[config.mk]
export PLATFORM = sky130hd
export DESIGN_NAME = fetch_stage_flat
export DESIGN_NICKNAME = d
export VERILOG_FILES = /design/src/rtl/rv_pkg.sv /design/src/rtl/fetch_stage_if.sv /design/src/rtl/fetch_queue.sv /design/src/rtl/fetch_stage.sv /design/src/flat_wrapper.sv
export SDC_FILE = /design/constraint.sdc
export NUM_CORES = 1
export LEC_CHECK = 0
export BUFFER_PORTS_ARGS = -buffer_cell sky130_fd_sc_hd__buf_2
export CORE_UTILIZATION = 54
export DETAILED_ROUTE_END_ITERATION = 8
export GPL_ROUTABILITY_DRIVEN = 1
export PLACE_DENSITY = 0.79
export SLEW_MARGIN = 10
export SYNTH_ARGS = -nofsm -noshare
export SYNTH_HDL_FRONTEND = slang
export SYNTH_SLANG_ARGS = --single-unit
[constraint.sdc]
create_clock -name clk -period 12.7 [get_ports clk]
set_input_delay 0.635 -clock clk [delete_from_list [all_inputs] [get_ports clk]]
set_output_delay 0.635 -clock clk [all_outputs]
set_load 0.05 [all_outputs]
[src/rtl/rv_pkg.sv]
`default_nettype none
// =============================================================================
// Module   : rv_pkg
// Brief    : Shared RV32I widths, opcode constants and the fetch queue entry type.
// Revision : 1.0 - initial release
// =============================================================================
package rv_pkg;

    localparam int XLEN = 32;
    localparam int ILEN = 32;

    localparam logic [6:0] OPC_RTYPE  = 7'b0110011;
    localparam logic [6:0] OPC_LOAD   = 7'b0000011;
    localparam logic [6:0] OPC_STORE  = 7'b0100011;
    localparam logic [6:0] OPC_BRANCH = 7'b1100011;
    localparam logic [6:0] OPC_OPIMM  = 7'b0010011;

    typedef struct packed {
        logic [XLEN-1:0] pc;
        logic [ILEN-1:0] instr;
    } fetch_entry_t;

    function automatic logic [6:0] opcode_of(input logic [ILEN-1:0] instr);
        return instr[6:0];
    endfunction

endpackage
`default_nettype wire

[src/rtl/fetch_stage_if.sv]
`default_nettype none
// =============================================================================
// Module   : fetch_stage_if
// Brief    : Memory handshake, redirect and decode-side signals of the fetch stage.
// Revision : 1.0 - initial release
// =============================================================================
interface fetch_stage_if;
    import rv_pkg::*;

    logic            imem_req;
    logic [XLEN-1:0] imem_addr;
    logic            imem_gnt;
    logic            imem_rvalid;
    logic [ILEN-1:0] imem_rdata;
    logic            branch_taken;
    logic [XLEN-1:0] branch_target;
    logic            id_valid;
    logic            id_ready;
    logic [ILEN-1:0] id_instr;
    logic [XLEN-1:0] id_pc;
    logic [6:0]      id_opcode;

    modport master (
        output imem_req, imem_addr,
        input  imem_gnt, imem_rvalid, imem_rdata,
        input  branch_taken, branch_target,
        output id_valid, id_instr, id_pc, id_opcode,
        input  id_ready
    );

    modport slave (
        input  imem_req, imem_addr,
        output imem_gnt, imem_rvalid, imem_rdata,
        output branch_taken, branch_target,
        input  id_valid, id_instr, id_pc, id_opcode,
        output id_ready
    );

endinterface
`default_nettype wire

[src/rtl/fetch_queue.sv]
`default_nettype none
// =============================================================================
// Module   : fetch_queue
// Brief    : In-order DEPTH-entry FIFO of fetched {pc, instr} with synchronous flush.
// Revision : 1.0 - initial release
// =============================================================================
module fetch_queue
    import rv_pkg::*;
#(
    parameter int DEPTH = 2
) (
    input  logic                     clk,
    input  logic                     reset,
    input  logic                     flush,
    input  logic                     push,
    input  fetch_entry_t             push_entry,
    input  logic                     pop,
    output fetch_entry_t             head,
    output logic                     empty,
    output logic [$clog2(DEPTH):0]   count
);

    localparam int AW = $clog2(DEPTH);
    localparam logic [AW:0] c_full = (AW+1)'(DEPTH);

    fetch_entry_t   r_mem [DEPTH];
    logic [AW-1:0]  r_wr_ptr;
    logic [AW-1:0]  r_rd_ptr;
    logic [AW:0]    r_count;
    logic           w_push;
    logic           w_pop;

    assign w_push = push & (r_count != c_full);
    assign w_pop  = pop & (r_count != '0);

    // Storage is not reset; only pointers and occupancy define validity.
    always_ff @(posedge clk) begin
        if (w_push) begin
            r_mem[r_wr_ptr] <= push_entry;
        end
    end

    always_ff @(posedge clk) begin
        if (reset || flush) begin
            r_wr_ptr <= '0;
            r_rd_ptr <= '0;
            r_count  <= '0;
        end else begin
            if (w_push) begin
                r_wr_ptr <= r_wr_ptr + AW'(1);
            end
            if (w_pop) begin
                r_rd_ptr <= r_rd_ptr + AW'(1);
            end
            r_count <= r_count + (AW+1)'(w_push) - (AW+1)'(w_pop);
        end
    end

    assign head  = r_mem[r_rd_ptr];
    assign empty = (r_count == '0);
    assign count = r_count;

endmodule
`default_nettype wire

[src/rtl/fetch_stage.sv]
`default_nettype none
// =============================================================================
// Module   : fetch_stage
// Brief    : RV32I fetch stage: PC, credit-limited word fetch, in-order queue to
//            decode, branch redirect with stale-response discard.
//            Optional macro PERF_CNT_EN adds perf_fetched / perf_flushed counters.
// Revision : 1.0 - initial release
// =============================================================================
module fetch_stage
    import rv_pkg::*;
#(
    parameter logic [XLEN-1:0] RESET_PC = 32'h0000_0000,
    parameter int              DEPTH    = 2
) (
    input  logic          clk,
    input  logic          reset,
    fetch_stage_if.master bus
`ifdef PERF_CNT_EN
    ,
    output logic [31:0]   perf_fetched,
    output logic [31:0]   perf_flushed
`endif
);

    localparam int CW = $clog2(DEPTH) + 1;
    localparam logic [CW:0] c_depth = (CW+1)'(DEPTH);

    logic [XLEN-1:0] r_pc;
    logic [XLEN-1:0] r_resp_pc;
    logic [CW-1:0]   r_inflight;
    logic [CW-1:0]   r_discard;

    logic [CW-1:0]   w_count;
    logic            w_empty;
    fetch_entry_t    w_head;
    fetch_entry_t    w_push_entry;
    logic            w_req;
    logic            w_fire;
    logic            w_push;
    logic            w_drop;
    logic            w_pop;
    logic [XLEN-1:0] w_target;

    assign w_target = bus.branch_target & ~32'h3;

    // Credit rule: queued plus outstanding never exceeds the queue size.
    assign w_req  = !reset && !bus.branch_taken &&
                    (({1'b0, w_count} + {1'b0, r_inflight}) < c_depth);
    assign w_fire = w_req & bus.imem_gnt;
    assign w_push = bus.imem_rvalid & !bus.branch_taken & (r_discard == '0);
    assign w_drop = bus.imem_rvalid & !w_push;
    assign w_pop  = !w_empty & bus.id_ready & !bus.branch_taken;

    assign w_push_entry.pc    = r_resp_pc;
    assign w_push_entry.instr = bus.imem_rdata;

    fetch_queue #(
        .DEPTH(DEPTH)
    ) u_queue (
        .clk        (clk),
        .reset      (reset),
        .flush      (bus.branch_taken),
        .push       (w_push),
        .push_entry (w_push_entry),
        .pop        (w_pop),
        .head       (w_head),
        .empty      (w_empty),
        .count      (w_count)
    );

    always_ff @(posedge clk) begin
        if (reset) begin
            r_pc       <= RESET_PC;
            r_resp_pc  <= RESET_PC;
            r_inflight <= '0;
            r_discard  <= '0;
        end else begin
            r_inflight <= r_inflight + CW'(w_fire) - CW'(bus.imem_rvalid);
            if (bus.branch_taken) begin
                r_pc      <= w_target;
                r_resp_pc <= w_target;
                // Everything still outstanding after this cycle belongs to the old path.
                r_discard <= r_inflight - CW'(bus.imem_rvalid);
            end else begin
                if (w_fire) begin
                    r_pc <= r_pc + 32'd4;
                end
                if (w_push) begin
                    r_resp_pc <= r_resp_pc + 32'd4;
                end
                if (bus.imem_rvalid && (r_discard != '0)) begin
                    r_discard <= r_discard - CW'(1);
                end
            end
        end
    end

    assign bus.imem_req  = w_req;
    assign bus.imem_addr = r_pc;
    assign bus.id_valid  = !w_empty;
    assign bus.id_instr  = w_empty ? '0 : w_head.instr;
    assign bus.id_pc     = w_empty ? '0 : w_head.pc;
    assign bus.id_opcode = opcode_of(bus.id_instr);

`ifdef PERF_CNT_EN
    logic [31:0] r_perf_fetched;
    logic [31:0] r_perf_flushed;

    always_ff @(posedge clk) begin
        if (reset) begin
            r_perf_fetched <= '0;
            r_perf_flushed <= '0;
        end else begin
            r_perf_fetched <= r_perf_fetched + 32'(w_pop);
            r_perf_flushed <= r_perf_flushed
                              + (bus.branch_taken ? 32'(w_count) : 32'd0)
                              + 32'(w_drop);
        end
    end

    assign perf_fetched = r_perf_fetched;
    assign perf_flushed = r_perf_flushed;
`endif

endmodule
`default_nettype wire

[src/flat_wrapper.sv]
// flat-port wrapper written by rule: the top's interface ports become plain ports
module fetch_stage_flat import rv_pkg::*;
#(
    parameter logic [XLEN-1:0] RESET_PC = 32'h0000_0000,
    parameter int              DEPTH    = 2
)
  (clk, reset, bus_imem_req, bus_imem_addr, bus_imem_gnt, bus_imem_rvalid, bus_imem_rdata, bus_branch_taken, bus_branch_target, bus_id_valid, bus_id_instr, bus_id_pc, bus_id_opcode, bus_id_ready);
  fetch_stage_if bus_i ();
  input  logic clk;
  input  logic reset;
  output wire logic [$bits(bus_i.imem_req)-1:0] bus_imem_req;
  output wire logic [$bits(bus_i.imem_addr)-1:0] bus_imem_addr;
  input wire logic [$bits(bus_i.imem_gnt)-1:0] bus_imem_gnt;
  input wire logic [$bits(bus_i.imem_rvalid)-1:0] bus_imem_rvalid;
  input wire logic [$bits(bus_i.imem_rdata)-1:0] bus_imem_rdata;
  input wire logic [$bits(bus_i.branch_taken)-1:0] bus_branch_taken;
  input wire logic [$bits(bus_i.branch_target)-1:0] bus_branch_target;
  output wire logic [$bits(bus_i.id_valid)-1:0] bus_id_valid;
  output wire logic [$bits(bus_i.id_instr)-1:0] bus_id_instr;
  output wire logic [$bits(bus_i.id_pc)-1:0] bus_id_pc;
  output wire logic [$bits(bus_i.id_opcode)-1:0] bus_id_opcode;
  input wire logic [$bits(bus_i.id_ready)-1:0] bus_id_ready;
  assign bus_imem_req = bus_i.imem_req;
  assign bus_imem_addr = bus_i.imem_addr;
  assign bus_i.imem_gnt = bus_imem_gnt;
  assign bus_i.imem_rvalid = bus_imem_rvalid;
  assign bus_i.imem_rdata = bus_imem_rdata;
  assign bus_i.branch_taken = bus_branch_taken;
  assign bus_i.branch_target = bus_branch_target;
  assign bus_id_valid = bus_i.id_valid;
  assign bus_id_instr = bus_i.id_instr;
  assign bus_id_pc = bus_i.id_pc;
  assign bus_id_opcode = bus_i.id_opcode;
  assign bus_i.id_ready = bus_id_ready;
  fetch_stage #(.RESET_PC(RESET_PC), .DEPTH(DEPTH)) u_core (.clk(clk), .reset(reset), .bus(bus_i));
endmodule
After elaboration in Yosys (flattened, before gate mapping) --
Memories as Yosys holds them, arrays and structs flattened. A register that Yosys moved wholly into a read port is not among the register bits. Index checks and enable logic that the tools add are counted.
Word-level totals: register bits 72, ROM bits 0, latch bits 0, RAM bits 128, memories 1
Cells by class: divide/modulo/power cells 0, bitwise operators 7, eq/ne operators 1, reductions and logical operators 15, mux-type cells 12, multipliers 0, shift operators 0, order comparisons 1, $add $sub $neg 11
Memory list:
- u_core.u_queue.r_mem | depth 2, bits a word 64, rd ports 1, clocked after memory_dff 1, write ports 1, line fetch_queue.sv:26 | fetch_entry_t r_mem [DEPTH];
Operators by type and width (number):
- $mux W32 | 6
- $add A32 B3 Y32 const B | 2
- $reduce_bool A2 Y1 | 5
- $and A1 B1 Y1 | 7
- $sub A2 B1 Y2 | 3
- $add A2 B1 Y2 | 2
- $logic_not A2 Y1 | 2
- $mux W1 | 4
- $mux W2 | 2
- $add A2 B2 Y3 | 1
- $logic_and A1 B1 Y1 | 3
- $logic_not A1 Y1 | 3
- $lt A3 B2 Y1 const B | 1
- $add A1 B1 Y1 const B | 2
- $ne A2 B2 Y1 const B | 1
- $reduce_or A2 Y1 | 1
- $sub A2 B1 Y2 const B | 1
- $logic_or A1 B1 Y1 | 1

Depth between registers and ports, before layout --
depth after elaboration 7, gate-level depth with buffers 10, depth with buffers taken out 10

By module --
Synthesis repeated with hierarchy kept, for this count alone.
Unflattened totals: cell total of the unflattened synthesis 766, area, all modules 9310.2 µm²
By module, submodules not included:
- fetch_queue | instances 1, sequential area each 3943.8 µm², area an instance 5170.0 µm², cells each 228
- fetch_stage | instances 1, sequential area each 1281.2 µm², area an instance 4140.2 µm², cells each 538

Least setup slack after synthesis --
OpenSTA, ideal clock, no wires.
path kind input port to flip-flop, from in bus_branch_taken, to mem u_core.u_queue.r_mem[0][0] (netlist bit), enable pin, setup time 0.482 ns, arrival 3.970 ns, required time 12.218 ns, setup slack 8.248 ns, buffers on the path 2, cell stages on the path 5, cell sequence buf_2 -> clkbuf_1 -> nor3_1 -> inv_1 -> nor2_1
On the way: word-level cells in the longest chain between the ends 6
Ends and longest elaborated chain:
- from (decl) | line flat_wrapper.sv:16 | input wire logic [$bits(bus_i.branch_taken)-1:0] bus_branch_taken;
- $logic_not A1 Y1 | line fetch_stage.sv:50 | assign w_push = bus.imem_rvalid & !bus.branch_taken & (r_discard == '0);
- $and A1 B1 Y1 (2 in series) | line fetch_stage.sv:50
- $and A1 B1 Y1 | line fetch_queue.sv:33 | assign w_push = push & (r_count != c_full);
- $mux W1 | line fetch_queue.sv:38 | if (w_push) begin
- $mux W1 (not written as such) | line fetch_queue.sv:39 | r_mem[r_wr_ptr] <= push_entry;
- to (decl) | line fetch_queue.sv:26
Every way passes these cells.

Worst setup path after layout --
from reg u_core.u_queue.r_count[0] (netlist: u_core.u_queue.count[0]), to reg u_core.r_pc[29] (netlist: u_core.bus.imem_addr[29])
On the way: word-level cells in the longest chain between the ends 5
Ends and longest elaborated chain:
- from (decl) | line fetch_queue.sv:29 | logic [AW:0] r_count;
- from (signal assigned) | line fetch_queue.sv:55 | r_count <= r_count + (AW+1)'(w_push) - (AW+1)'(w_pop);
- $add A2 B2 Y3 | line fetch_stage.sv:48 | (({1'b0, w_count} + {1'b0, r_inflight}) < c_depth);
- $lt A3 B2 Y1 | line fetch_stage.sv:48
- $logic_and A1 B1 Y1 | line fetch_stage.sv:47 | assign w_req = !reset && !bus.branch_taken &&
- $and A1 B1 Y1 | line fetch_stage.sv:49 | assign w_fire = w_req & bus.imem_gnt;
- $reduce_bool A2 Y1 (no source line)
- to (signal assigned) | line fetch_stage.sv:80 | r_pc <= w_target;
- to (signal assigned) | line fetch_stage.sv:86 | r_pc <= r_pc + 32'd4;
- to (decl) | line fetch_stage.sv:28 | logic [XLEN-1:0] r_pc;
Every way passes these cells. A chain may end at the register's enable or synchronous reset.

==> Flow_metrics.wiki <==
{| class="wikitable"
! Metric !! Value
|-
| Outcome || complete, no violations
|-
| Number of post-CTS setup repair buffers || 0
|-
| Cells after synthesis || 763
|-
| Async S/R FF share, synth || 0%
|-
| Insertion delay to the later sink of the worst-skew pair || between 0.4 and 0.5 ns
|-
| Post-synthesis average cell area || 11.43 µm²
|-
| Core Footprint || ~16000 µm²
|-
| TritonCTS clock tree || done
|-
| Filler cells || between 1000 and 1500
|-
| CP arrival || between 3 and 4 ns
|-
| Unrepaired setup endpoints after global routing || no
|-
| Area growth from synthesis to final layout || 17.74%
|-
| Max Cap Violations || 0
|-
| Most used DFF post-synth || edfxtp_1
|-
| Starting density of the core || between 50% and 60%
|-
| Series of cell instances along the critical path || and2_1 -> fa_1 -> or3b_1 -> or4_1 -> or4_1 -> a31oi_1
|-
| Classification of the worst setup path || reg2reg
|-
| Number of instances on the worst hold path || 1
|-
| Delay contributed by the slowest stage of the critical path || around 0.67 ns
|-
| Most instantiated library cell after synthesis || edfxtp_1
|-
| Crit path time final || approximately 3.1 ns
|-
| Number of violations reported at the end of detailed-routing iteration 0 || approximately 450
|-
| Clock buffer count from CTS || 17
|-
| DP Wirelength || roughly 13000 µm
|-
| Biggest fanout along the worst timing path || 8
|-
| # nets final || 986
|-
| Number of clock sinks || 193
|-
| Max frequency || roughly 0.32 GHz
|-
| Register area share after synthesis || between 50% and 60%
|-
| First-pass GRT wire length || 30150 µm
|-
| GRT Residual Overflow || 0
|-
| Number of core rows || between 40 and 50
|-
| Resized cells post-CTS || 0
|-
| Number of antenna violations at the first check in global routing || 0
|-
| Horizontal die dimension || approximately 130 µm
|-
| Cell type contributing the most total cell area after synthesis || edfxtp_1
|-
| Top post-synthesis cells by area || edfxtp_1 (43%), dfxtp_1 (16%), mux2i_1 (7.2%), nor2_1 (3.9%), nand4_1 (1.9%)
|-
| Pre-CTS worst setup slack || slightly below 10 ns
|-
| Total routed wirelength || around 20000 µm
|-
| Master cell of the clock root buffer || clkbuf_16
|-
| Area occupied by multi-input gates || about 3300 µm²
|-
| Total power density per cell area || around 140 nW/µm²
|-
| Maximum level of the CTS H-tree || 4
|-
| Vias per Instance || 5.822
|-
| Final count of pins violating max slew || 0
|-
| Total negative setup slack || 0 ns
|-
| Vias after detailed routing || between 6000 and 7000
|-
| End of the worst hold path || u_core.u_queue.r_mem[1][24]
|-
| Final hold vios || 0
|-
| Source of the worst register-to-register timing path || u_core.u_queue.count[0]
|-
| Finish-stage setup viols || 0
|-
| Clock buffer depth || 2
|-
| Total Die Area || between 15000 and 20000 µm²
|-
| ANT cells || 0
|-
| R2R depth || 6
|-
| Clock-pin slew reported for the worst setup and hold paths after clock tree synthesis || 0.07 ns
|-
| Post-CTS Hold Buffers || 0
|-
| Register area || approximately 5100 µm²
|-
| Final setup slack of the worst path || 9.616 ns
|-
| Crit path capture type || flop
|-
| I/O pins || between 150 and 200
|-
| Count of synthesis-stage warnings from yosys || 0
|-
| Final routed wire length divided by cell count || between 15 and 20 µm
|-
| Standby leakage power || 3.757 nW
|-
| Die boundary height || approximately 130 µm
|-
| Library cell contributing the largest single delay on the critical path || or4_1
|-
| Pin count of the biggest net entering global routing || 64
|-
| Number of distinct library cell variants in the gate-level netlist after synthesis || slightly below 60
|-
| Share of final-layout standard cells stronger than drive strength 1 || between 20% and 30%
|-
| Netlist area before placement || ~8700 µm²
|-
| Post-synth top area share || 42.70%
|-
| Cell repeated most along the worst path || or4_1
|-
| Overall fraction of global-route tracks in use || 23.86%
|-
| Count of flip-flops with a built-in enable after synthesis || between 100 and 150
|-
| Post-DRT Antenna Nets || 0
|-
| Critical Path Source Type || flop
|-
| Pwr Total || 0.001426 W
|-
| Drt pass-1 iters || 6
|-
| DRC Markers || 0
|-
| Startpoint of the worst hold path || bus_imem_rdata[24]
|-
| Global placer's final weighted congestion || ~0.9
|-
| Vias in the first global route || roughly 6000
|-
| Reg-to-reg setup timing slack || between 9 and 10 ns
|-
| Max-Slew Margin vs Limit || between 20 and 30%
|-
| Period utilization || 24.28%
|-
| Commonest cells in the netlist || edfxtp_1 (124), nor2_1 (91), dfxtp_1 (69)
|-
| Crit path required time || between 10 and 15 ns
|-
| Reg-to-Reg End || u_core.bus.imem_addr[29]
|-
| Transition time of the tightest slew-check pin || 1.096 ns
|-
| Total of flip-flops plus latches after synthesis || just under 200
|-
| Clock Skew || 0.009186 ns
|-
| Number of port buffers || 168
|-
| Hold/Removal Path Class || in2reg
|-
| Worst VDD drop || between 0.00009 and 0.0001 V
|}
## power breakdown
group | switching, W | leakage (nW) | internal [W]
clock | 0.000227 | 0.279 | 0.000309
sequential | 0.0000270 | 1.71 | 0.000699
combinational | 0.000115 | 1.77 | 0.0000497
## worst max-delay path by stage
stage	startpoint	to	slack [ns]	depth (start not counted)
2_1_floorplan	bus_branch_taken	u_core.u_queue.r_mem[0][0]	8.25	5
3_3_place_gp	u_core.u_queue.count[0]	u_core.bus.imem_addr[29]	9.71	6
3_5_place_dp	u_core.u_queue.count[0]	u_core.bus.imem_addr[29]	9.67	6
4_1_cts	u_core.u_queue.count[0]	u_core.bus.imem_addr[29]	9.63	6
5_1_grt	u_core.u_queue.count[0]	u_core.bus.imem_addr[29]	9.52	6
6_report	u_core.u_queue.count[0]	u_core.bus.imem_addr[29]	9.62	6
## through the flow
step	cells	hold slack, ns	utilization, %	instance area (µm²)
floorplan	766	0.4398	-	8731
global placement	1105	0.4848	61.12	9674
detailed placement	1105	0.5004	61.12	9674
CTS	1136	0.3771	64.86	10270
global route	1136	0.3732	64.86	10270
finish	1136	0.3956	64.86	10270
## layout make-up
type                       count  area share [%]
multi-input combinational    505           32.55
clock inverter                13           1.584
timing repair buffer         175           8.702
clock buffer                  18           4.180
inverter                      16          0.5850
sequential                   193           49.76
tap                          216           2.633
## registers in the layout, summed over array words and instances, names as in the netlist, named ones only
signal / count
u_core.u_queue.r_wr_ptr: 1
u_core.u_queue.count: 2
u_core.r_discard: 2
u_core.bus.imem_addr: 30
u_core.u_queue.r_rd_ptr: 1
u_core.u_queue.r_mem: 124
u_core.r_resp_pc: 30
u_core.r_inflight: 2
## per-layer routing
layer | global-route usage, % | wire length [µm] | vias up
li1 | - | - | 3157
met4 | 8.443 | 344 | 0
met1 | 32.26 | 8590 | 3135
met3 | 5.780 | 1616 | 32
met2 | 37.71 | 9001 | 290
met5 | 0 | 0 | -
## placed cells by master (no fill, tap or decap), drive strengths merged, types with 20 or more instances in the layout
cell	count
buf	175
edfxtp	124
nor2	91
dfxtp	69
mux2i	63
nand2	37
nand3	26
nand4	26
o21ai	20
nor4	20
## kinds of logic after synthesis
logic type      Yosys count  share of synthesized area [%]
buf+inv                  68                          3.444
flops                   193                          58.54
xor+xnor                 25                          2.511
compound gates          124                          10.27
simple gates            281                          16.72
other cells               1                        0.04301
mux                      63                          7.232
fa+ha+maj                 8                          1.234
## worst max-delay path: cells and delay by family (launching register included)
kind | cells | cell delay [ns]
flip-flops | 1 | 0.43
AND/OR/NAND/NOR | 4 | 1.91
adder cells (fa/ha/maj) | 1 | 0.48
AO/OA/AOI/OAI | 1 | 0.19
No activity file was read; power rests on OpenSTA's default activity.
